$ cat config.mk
export PLATFORM = sky130hd
export DESIGN_NAME = sc_speed_scheduler
export DESIGN_NICKNAME = d
export VERILOG_FILES = /design/src/rtl/sc_speed_scheduler.sv
export SDC_FILE = /design/constraint.sdc
export NUM_CORES = 1
export LEC_CHECK = 0
export CORE_ASPECT_RATIO = 1.25
export CORE_MARGIN = 2
export CORE_UTILIZATION = 30
export DETAILED_ROUTE_END_ITERATION = 10
export PLACE_DENSITY = 0.47
export SLEW_MARGIN = 20
export SYNTH_ARGS = -nofsm -noshare
export SYNTH_HDL_FRONTEND = slang
export SYNTH_SLANG_ARGS = --single-unit
$ cat constraint.sdc
create_clock -name SC_SPEEDSCHED_CLOCK_50 -period 8.95 [get_ports SC_SPEEDSCHED_CLOCK_50]
set_input_delay 0.895 -clock SC_SPEEDSCHED_CLOCK_50 [delete_from_list [all_inputs] [get_ports SC_SPEEDSCHED_CLOCK_50]]
set_output_delay 0.895 -clock SC_SPEEDSCHED_CLOCK_50 [all_outputs]
set_load 0.02 [all_outputs]
$ cat src/rtl/sc_speed_scheduler.sv
// sc_speed_scheduler: lane-speed scheduler for the Frogger datapath.
// Emits a one-cycle movement tick per lane, with each lane running at its own
// period. An IDLE/RUN/PAUSE FSM sequences the block, and the lane periods
// shorten as the level rises.
//
// Ports:
//   SC_SPEEDSCHED_CLOCK_50        system clock
//   SC_SPEEDSCHED_RESET_InLow     async active-low reset
//   SC_SPEEDSCHED_start_In        pulse: (re)start a run at level 0
//   SC_SPEEDSCHED_stop_In         pulse: stop and return to IDLE
//   SC_SPEEDSCHED_pause_In        level: freeze counters while high
//   SC_SPEEDSCHED_levelup_In      pulse: advance one level (RUN/PAUSE only)
//   SC_SPEEDSCHED_lanemask_InBUS  per-lane enable
//   SC_SPEEDSCHED_tick_OutBUS     per-lane one-cycle tick
//   SC_SPEEDSCHED_level_OutBUS    current level
//   SC_SPEEDSCHED_period_OutBUS   current lane-0 period P
//   SC_SPEEDSCHED_running_Out     high while in RUN
module sc_speed_scheduler #(
    parameter int unsigned          LANES       = 4,
    parameter int unsigned          DATAWIDTH   = 24,
    parameter int unsigned          LEVELWIDTH  = 4,
    parameter logic [DATAWIDTH-1:0] BASE_PERIOD = 24'hFBC520,
    parameter logic [DATAWIDTH-1:0] LEVEL_STEP  = 24'd1000000,
    parameter logic [DATAWIDTH-1:0] MIN_PERIOD  = 24'd2000000,
    parameter logic [DATAWIDTH-1:0] LANE_OFFSET = 24'd250000
) (
    input  logic                  SC_SPEEDSCHED_CLOCK_50,
    input  logic                  SC_SPEEDSCHED_RESET_InLow,
    input  logic                  SC_SPEEDSCHED_start_In,
    input  logic                  SC_SPEEDSCHED_stop_In,
    input  logic                  SC_SPEEDSCHED_pause_In,
    input  logic                  SC_SPEEDSCHED_levelup_In,
    input  logic [LANES-1:0]      SC_SPEEDSCHED_lanemask_InBUS,
    output logic [LANES-1:0]      SC_SPEEDSCHED_tick_OutBUS,
    output logic [LEVELWIDTH-1:0] SC_SPEEDSCHED_level_OutBUS,
    output logic [DATAWIDTH-1:0]  SC_SPEEDSCHED_period_OutBUS,
    output logic                  SC_SPEEDSCHED_running_Out
);

    // Wide enough for level*step + min without overflow.
    localparam int unsigned PW = DATAWIDTH + LEVELWIDTH + 1;
    localparam logic [LEVELWIDTH-1:0] LEVEL_MAX = '1;

    typedef enum logic [1:0] {IDLE, RUN, PAUSE} state_t;

    logic clk, rst_n, start, stop, pause, levelup;
    logic [LANES-1:0] mask;

    assign clk     = SC_SPEEDSCHED_CLOCK_50;
    assign rst_n   = SC_SPEEDSCHED_RESET_InLow;
    assign start   = SC_SPEEDSCHED_start_In;
    assign stop    = SC_SPEEDSCHED_stop_In;
    assign pause   = SC_SPEEDSCHED_pause_In;
    assign levelup = SC_SPEEDSCHED_levelup_In;
    assign mask    = SC_SPEEDSCHED_lanemask_InBUS;

    state_t                state_q, state_d;
    logic [DATAWIDTH-1:0]  cnt_q [LANES];
    logic [DATAWIDTH-1:0]  cnt_d [LANES];
    logic [DATAWIDTH-1:0]  lane_limit [LANES];
    logic [LEVELWIDTH-1:0] level_q, level_d;
    logic [DATAWIDTH-1:0]  period_q, period_d;
    logic [LANES-1:0]      tick_q, tick_d;
    logic                  running_q;
    logic                  advance;
    logic                  level_ok;
    logic [PW-1:0]         next_dec;

    // Lane-0 period for a given level: BASE - lvl*STEP, floored at MIN.
    function automatic logic [DATAWIDTH-1:0] period_of(input logic [LEVELWIDTH-1:0] lvl);
        logic [PW-1:0] dec;
        dec = PW'(lvl) * PW'(LEVEL_STEP);
        if (dec + PW'(MIN_PERIOD) > PW'(BASE_PERIOD)) begin
            period_of = MIN_PERIOD;
        end else begin
            period_of = DATAWIDTH'(PW'(BASE_PERIOD) - dec);
        end
    endfunction

    // A level-up is allowed only if the next level still meets the period floor.
    always_comb begin
        next_dec = (PW'(level_q) + PW'(1)) * PW'(LEVEL_STEP);
        level_ok = (next_dec + PW'(MIN_PERIOD) <= PW'(BASE_PERIOD)) && (level_q != LEVEL_MAX);
    end

    // Terminal count per lane: Pi - 1, with Pi = P - i*OFFSET.
    always_comb begin
        for (int i = 0; i < LANES; i++) begin
            lane_limit[i] = period_q - DATAWIDTH'(i * LANE_OFFSET) - DATAWIDTH'(1);
        end
    end

    // FSM state register.
    always_ff @(posedge clk or negedge rst_n) begin
        if (!rst_n) begin
            state_q <= IDLE;
        end else begin
            state_q <= state_d;
        end
    end

    // Next state, level and lane counters; stop > start > pause.
    always_comb begin
        state_d = state_q;
        level_d = level_q;
        tick_d  = '0;
        advance = 1'b0;
        for (int i = 0; i < LANES; i++) begin
            cnt_d[i] = cnt_q[i];
        end

        if (stop) begin
            state_d = IDLE;
            level_d = '0;
            for (int i = 0; i < LANES; i++) cnt_d[i] = '0;
        end else if (start) begin
            state_d = RUN;
            level_d = '0;
            for (int i = 0; i < LANES; i++) cnt_d[i] = '0;
        end else begin
            case (state_q)
                RUN, PAUSE: begin
                    state_d = pause ? PAUSE : RUN;
                    // Count only on cycles that land in RUN, so no tick can appear in PAUSE.
                    advance = !pause;
                    if (levelup && level_ok) begin
                        level_d = level_q + LEVELWIDTH'(1);
                    end
                end
                IDLE:    state_d = IDLE;
                default: state_d = IDLE;
            endcase
        end

        if (advance) begin
            for (int i = 0; i < LANES; i++) begin
                if (!mask[i]) begin
                    cnt_d[i] = '0;
                end else if (cnt_q[i] >= lane_limit[i]) begin
                    // >= so a period shortened below the count wraps immediately.
                    cnt_d[i]  = '0;
                    tick_d[i] = 1'b1;
                end else begin
                    cnt_d[i] = cnt_q[i] + DATAWIDTH'(1);
                end
            end
        end

        period_d = period_of(level_d);
    end

    // Datapath and output registers.
    always_ff @(posedge clk or negedge rst_n) begin
        if (!rst_n) begin
            for (int i = 0; i < LANES; i++) cnt_q[i] <= '0;
            level_q   <= '0;
            period_q  <= BASE_PERIOD;
            tick_q    <= '0;
            running_q <= 1'b0;
        end else begin
            for (int i = 0; i < LANES; i++) cnt_q[i] <= cnt_d[i];
            level_q   <= level_d;
            period_q  <= period_d;
            tick_q    <= tick_d;
            running_q <= (state_d == RUN);
        end
    end

    assign SC_SPEEDSCHED_tick_OutBUS   = tick_q;
    assign SC_SPEEDSCHED_level_OutBUS  = level_q;
    assign SC_SPEEDSCHED_period_OutBUS = period_q;
    assign SC_SPEEDSCHED_running_Out   = running_q;

endmodule

---- Word level (Yosys, flattened, before mapping) ----
Cells that the tools add are included.
storage, ports and cells
  register bits ........................... 131
  input port bits ......................... 10
  output and inout port bits .............. 33
cells by class
  $add $sub $neg .......................... 16
  multiply operators ...................... 2
  $lt $le $gt $ge ......................... 6
  equal/unequal tests ..................... 4
  mux-type cells .......................... 32
  reduce and logical (&&, ||, !) cells .... 5
operators with widths
  kind                    count
  $mux 96                 3
  $mux 24                 9
  $add 24x1->24 const B   4
  $ge 24x24->1            4
  $sub 24x1->24 const B   4
  $add 25x21->26 const B  1
  $le 26x24->1 const B    1
  $add 24x21->25 const B  1
  $gt 25x24->1 const B    1
  $sub 24x18->24 const B  1
  $sub 24x19->24 const B  1
  $sub 24x20->24 const B  1
  $sub 24x24->24 const A  1
  $mux 4                  5
  $mul 5x14->19 const B   1
  $mul 4x14->18 const B   1
  $mux 1                  11
  $mux 2                  4
  $add 4x1->5 const B     1
  $add 4x1->4 const B     1
  $eq 2x1->1 const B      2
  $ne 4x4->1 const B      1
  $reduce_bool 3->1       1
  $eq 2x2->1 const B      1
  3 further kinds         4

---- Longest topological paths before layout ----
  depth in word-level cells ............... 14
  mapped depth ............................ 41

---- Worst setup path before layout ----
OpenSTA, ideal clock, no wires.
  kind .................................... reg2reg
  from .................................... register level_q[0], in the netlist SC_SPEEDSCHED_level_OutBUS[0]
  to ...................................... register period_q[13], in the netlist SC_SPEEDSCHED_period_OutBUS[13]
  arrival ................................. 9.792 ns
  data required time ...................... 8.830 ns
  slack ................................... -0.962 ns
  cell stages (with the launch flop) ...... 41
  clock period less this slack ............ 9.912 ns
  path through ............................ dfrtp_1 > buf_2 > nand3_1 > xnor2_1 > inv_1 > fa_1 > inv_1 > fa_1 > inv_1 > ha_1 > ha_1 > buf_2 > a21o_1 > nor3_1 > a22oi_2 > a2111oi_0 > a311oi_1 > or4b_4 > [... 5 more ...] > inv_1 > ha_1 > ha_1 > ha_1 > clkbuf_1 > nand2_1 > nor2_1 > o21a_1 > nand2_1 > or4_1 > nand3_2 > o2111ai_2 > a21o_1 > a2111oi_2 > o2111ai_2 > o31ai_4 > inv_4 > and3_1
between the ends
  word-level cells in the longest chain between the ends .. 14
  elaborated cells on any way between the ends .. 17
  classes of those cells .................. 5 x add/sub; 2 x mul; 2 x order compare; 1 x eq/ne; 5 x mux; 2 x reduce/logical
ends and longest elaborated chain
  item                    line  RTL
  start, declared         61    logic [LEVELWIDTH-1:0] level_q, level_d;
  start signal, assigned  162   level_q <= level_d;
  $add 4x1->5             82    next_dec = (PW'(level_q) + PW'(1)) * PW'(LEVEL_STEP);
  $mul 5x14->19           82
  $add 25x21->26          83    level_ok = (next_dec + PW'(MIN_PERIOD) <= PW'(BASE_PERIOD)) && (level_q != LEVEL_MAX);
  $le 26x24->1            83
  $logic_and 1x1->1       83
  $logic_and 1x1->1       126   if (levelup && level_ok) begin
  $mux 4                  126
  $mux 4 (*)              121   case (state_q)
  $mux 4 (*)              116   end else if (start) begin
  $mux 4 (*)              112   if (stop) begin
  named net level_d[0]    61
  $mul 4x14->18 (*)       72    dec = PW'(lvl) * PW'(LEVEL_STEP);
  $add 24x21->25          73    if (dec + PW'(MIN_PERIOD) > PW'(BASE_PERIOD)) begin
  $gt 25x24->1            73
  $mux 24 (*)             73
  named net period_d[13]  62    logic [DATAWIDTH-1:0] period_q, period_d;
  end signal, assigned    163   period_q <= period_d;
  end, declared           62
The timed path passes the listed nets; every way through them passes the cells marked *.
A chain may end at the register's enable or synchronous reset.

---- Worst setup path in the final report ----
  from .................................... register level_q[1], in the netlist SC_SPEEDSCHED_level_OutBUS[1]
  to ...................................... register period_q[13], in the netlist SC_SPEEDSCHED_period_OutBUS[13]
between the ends
  word-level cells in the longest chain between the ends .. 14
  elaborated cells on any way between the ends .. 17
  classes of those cells .................. 5 x add/sub; 2 x mul; 2 x order compare; 1 x eq/ne; 5 x mux; 2 x reduce/logical
ends and longest elaborated chain
  item                    line
  $add 4x1->5             82
  $mul 5x14->19           82
  $add 25x21->26          83
  $le 26x24->1            83
  $logic_and 1x1->1       83
  $logic_and 1x1->1       126
  $mux 4 (*)              126
  $mux 4 (*)              121
  $mux 4 (*)              116
  $mux 4 (*)              112
  named net level_d[2]    61
  $mul 4x14->18 (*)       72
  $add 24x21->25          73
  $gt 25x24->1            73
  $mux 24 (*)             73
  named net period_d[13]  62
Marks and branches as above.

==> flow_summary.ini <==
[global_route]
grt_pass1_wl_mm = 56.10
grt_max_degree = 75
gr-usage-all-layers_pct = 16.68
overflow = 0
grt_antenna_before_repair = 0
grt_pass1_vias = 10280

[synthesis]
ys_seq_elements = 126
netlist_instances = 1468
synth.area.top_cells = dfrtp_1 (24%), ha_1 (14%), o21ai_0 (6.4%)
syn_area_per_cell_um2 = 8.250
yosys.area.top_type = dfrtp_1
ys.flop_type = dfrtp_1
yosysTopAreaCellShare_pct = 23.56
ys_seq_area_share_pct = 26.16
synth.distinct_cells = 82
syn-cell-area_um2 = 12110
synth_warnings = 0
synth_edf_count = 0
async_reset_ff_share_pct = 100.0

[final_layout]
n_antenna_cell = 0
final_core_util_pct = 35.14
nets = 1667
final_layout_size_suffix_gt1_share_pct = 10.64
area_delta_synth_final_pct = 16.10
fill_cells = 4153

[place]
io_buffer_count = 37
place.gp.congestion = 0.8408
place_hpwl_mm = 25.46

[setup_path]
startpoint_type = register
worstPathArrival_ns = 8.90
worstPathRequired_ns = 9.28
critical_path.endpoint = SC_SPEEDSCHED_period_OutBUS[13]$_DFF_PN0_
startpoint = SC_SPEEDSCHED_level_OutBUS[1]$_DFF_PN0_
reg2reg_depth = 34
end_kind = register
r2r-end = SC_SPEEDSCHED_period_OutBUS[13]$_DFF_PN0_
crit_fanout = 9
critPathSlowestCell = fa_1
timing.rr.start = SC_SPEEDSCHED_level_OutBUS[1]$_DFF_PN0_
path_class = reg2reg
r2r_slack_ns = 0.38
max_stage_delay_ns = 0.55

[timing]
fmax_mhz = 116.6
period_needed_ns = 8.574
setup-tns-final_ns = 0
tightestPinTransition_ns = 0.9833
slew_viol_final = 0
grt_setup_unrepaired = false
fin_crit_sh_pct = 95.80
relSlewSlack_pct = 34.09
worst_clock_skew_ns = 0.01033
finalSetupViolCount = 0
hold_violations = 0

[floorplan]
initial_core_util_pct = 30.27
die-height_um = 228.6
die-area_um2 = 42000
coreArea_um2 = 40010
rows = 82
ioPinCount = 43
fp.dieW_um = 183.7

[drt]
drcViolationCount = 0
route.met3.wl_um = 910
wl_met1_mm = 16.38
drt_iter0_drc = 588
viasPerCell = 5.271
dr.pass1.iters = 5
dr_wl_met2_mm = 16.73
num_vias = 10680
drtAntennaViolNets = 0
top_layer_used = met4
wl_per_cell_um = 17.06
routed_wl_mm = 34.56

[flow_run]
max_cap_viol_count = 0

[clock_network]
clk_latency_ns = 0.44
clock_path_buffers = 2
cts_made_buffers = 17
clkTransAtPathRegs_ns = 0.06
cts.htree.levels = 4
hold_buffers = 0
cts_num_sinks = 126
cts_root_buf = clkbuf_16
cts_tree = yes

[power]
total_power_uw = 1465
p_leak_uw = 0.006554
peakVddDrop_mv = 0.1156
p_per_area_nw_per_um2 = 104.2

[outcome]
status = complete, no violations

[worst_hold_path]
min_path_type = in2async
==> where the power goes <==
group / total (uW) / switching, uW / leakage [uW] / internal, uW
logic: 146 / 91.6 / 0.00455 / 54.3
registers: 586 / 11.2 / 0.00171 / 574
clock network: 733 / 287 / 0.000294 / 446
==> cells by family after synthesis <==
group | count (synthesis) | share of synthesized area, %
buffers and inverters | 130 | 4.391
adders and majority gates | 148 | 15.85
DFF | 126 | 26.16
and+or+nand+nor | 563 | 23.85
AOI/OAI and AO/OA | 383 | 21.01
xor gates and xnor gates | 106 | 7.780
muxes | 11 | 0.9299
other | 1 | 0.03097
==> stage by stage <==
step | area (um^2) | instances | setup slack [ns] | hold WS (ns)
finish | 14060 | 2026 | 0.3763 | 0.4764
global route | 14060 | 2026 | 0.006523 | 0.4871
CTS | 13890 | 2016 | 0.0007603 | 0.4843
detailed placement | 13270 | 1984 | -0.03906 | 0.4759
global placement | 13270 | 1984 | 0.1836 | 0.4737
floorplan | 12270 | 1472 | 0.0005658 | 0.4517
==> critical path, delay by kind of cell (launching register included) <==
kind / cells / cell delay (ns)
AO/OA/AOI/OAI: 8 / 1.99
XOR/XNOR: 1 / 0.25
adder cells (fa/ha/maj): 8 / 3.22
buffers and inverters: 6 / 0.53
flip-flops: 1 / 0.46
multiplexers: 1 / 0.38
AND/OR/NAND/NOR: 10 / 1.63
==> cells in the final DEF (no fill, tap or decap), drive strengths merged, types with 49 or more instances in the layout <==
cell type  instances
a21o              54
and3              69
dfrtp            114
ha               139
inv               66
nand2            160
nand2b            50
nand3             63
nor2              71
nor3              49
o21ai            157
xnor2             58
==> synth_stat cells (12+ instances only) <==
master    count
nand2_1     160
o21ai_0     155
ha_1        139
dfrtp_1     114
nor2_1       71
and3_1       69
inv_1        62
nand3_1      62
xnor2_1      58
a21o_1       54
nand2b_1     50
nor3_1       49
clkbuf_1     47
xor2_1       47
a21oi_1      37
nor2b_1      20
a31oi_1      16
o21a_1       13
dfstp_2      12
o311ai_0     12
o31ai_1      12
==> how the worst min path moves through the flow <==
stage	start	to	slack, ns
after detailed placement	cnt_q[74]$_DFFE_PN0P_	cnt_q[74]$_DFFE_PN0P_	0.48
final	SC_SPEEDSCHED_RESET_InLow	cnt_q[3]$_DFFE_PN0P_	0.48
after floorplan	cnt_q[23]$_DFFE_PN0P_	cnt_q[23]$_DFFE_PN0P_	0.45
after global routing	cnt_q[74]$_DFFE_PN0P_	cnt_q[74]$_DFFE_PN0P_	0.49
after global placement	cnt_q[23]$_DFFE_PN0P_	cnt_q[23]$_DFFE_PN0P_	0.47
after CTS	cnt_q[74]$_DFFE_PN0P_	cnt_q[74]$_DFFE_PN0P_	0.48
==> routing by layer <==
metal	vias up	global-route usage, %
met5	-	0
met4	0	4.400
met3	28	2.279
met2	145	28.04
met1	5132	22.37
li1	5374	-
==> flip-flops by register name, summed over array words and instances (netlist names) <==
register,flops
SC_SPEEDSCHED_period_OutBUS,19
SC_SPEEDSCHED_running_Out,1
cnt_q,96
state_q,2
SC_SPEEDSCHED_level_OutBUS,4
SC_SPEEDSCHED_tick_OutBUS,4
==> layout make-up <==
cell class                      count  area [um^2]  share of cell area [%]
Clock buffer                       19        442.9                   3.150
Clock inverter                     13        163.9                   1.166
Multi-Input combinational cell   1216         8672                   61.68
Timing Repair Buffer               84        733.2                   5.215
Inverter                           64        245.2                   1.744
Sequential cell                   126         3172                   22.56
Tap cell                          504        630.6                   4.485
==> timing repair <==
item / CTS / global route
buffers inserted: 0 / 10
pin swaps: 0 / 10
gates resized for setup: 3 / 16
setup endpoints to repair: 8 / 19
Power figures use the tool's default switching activity.
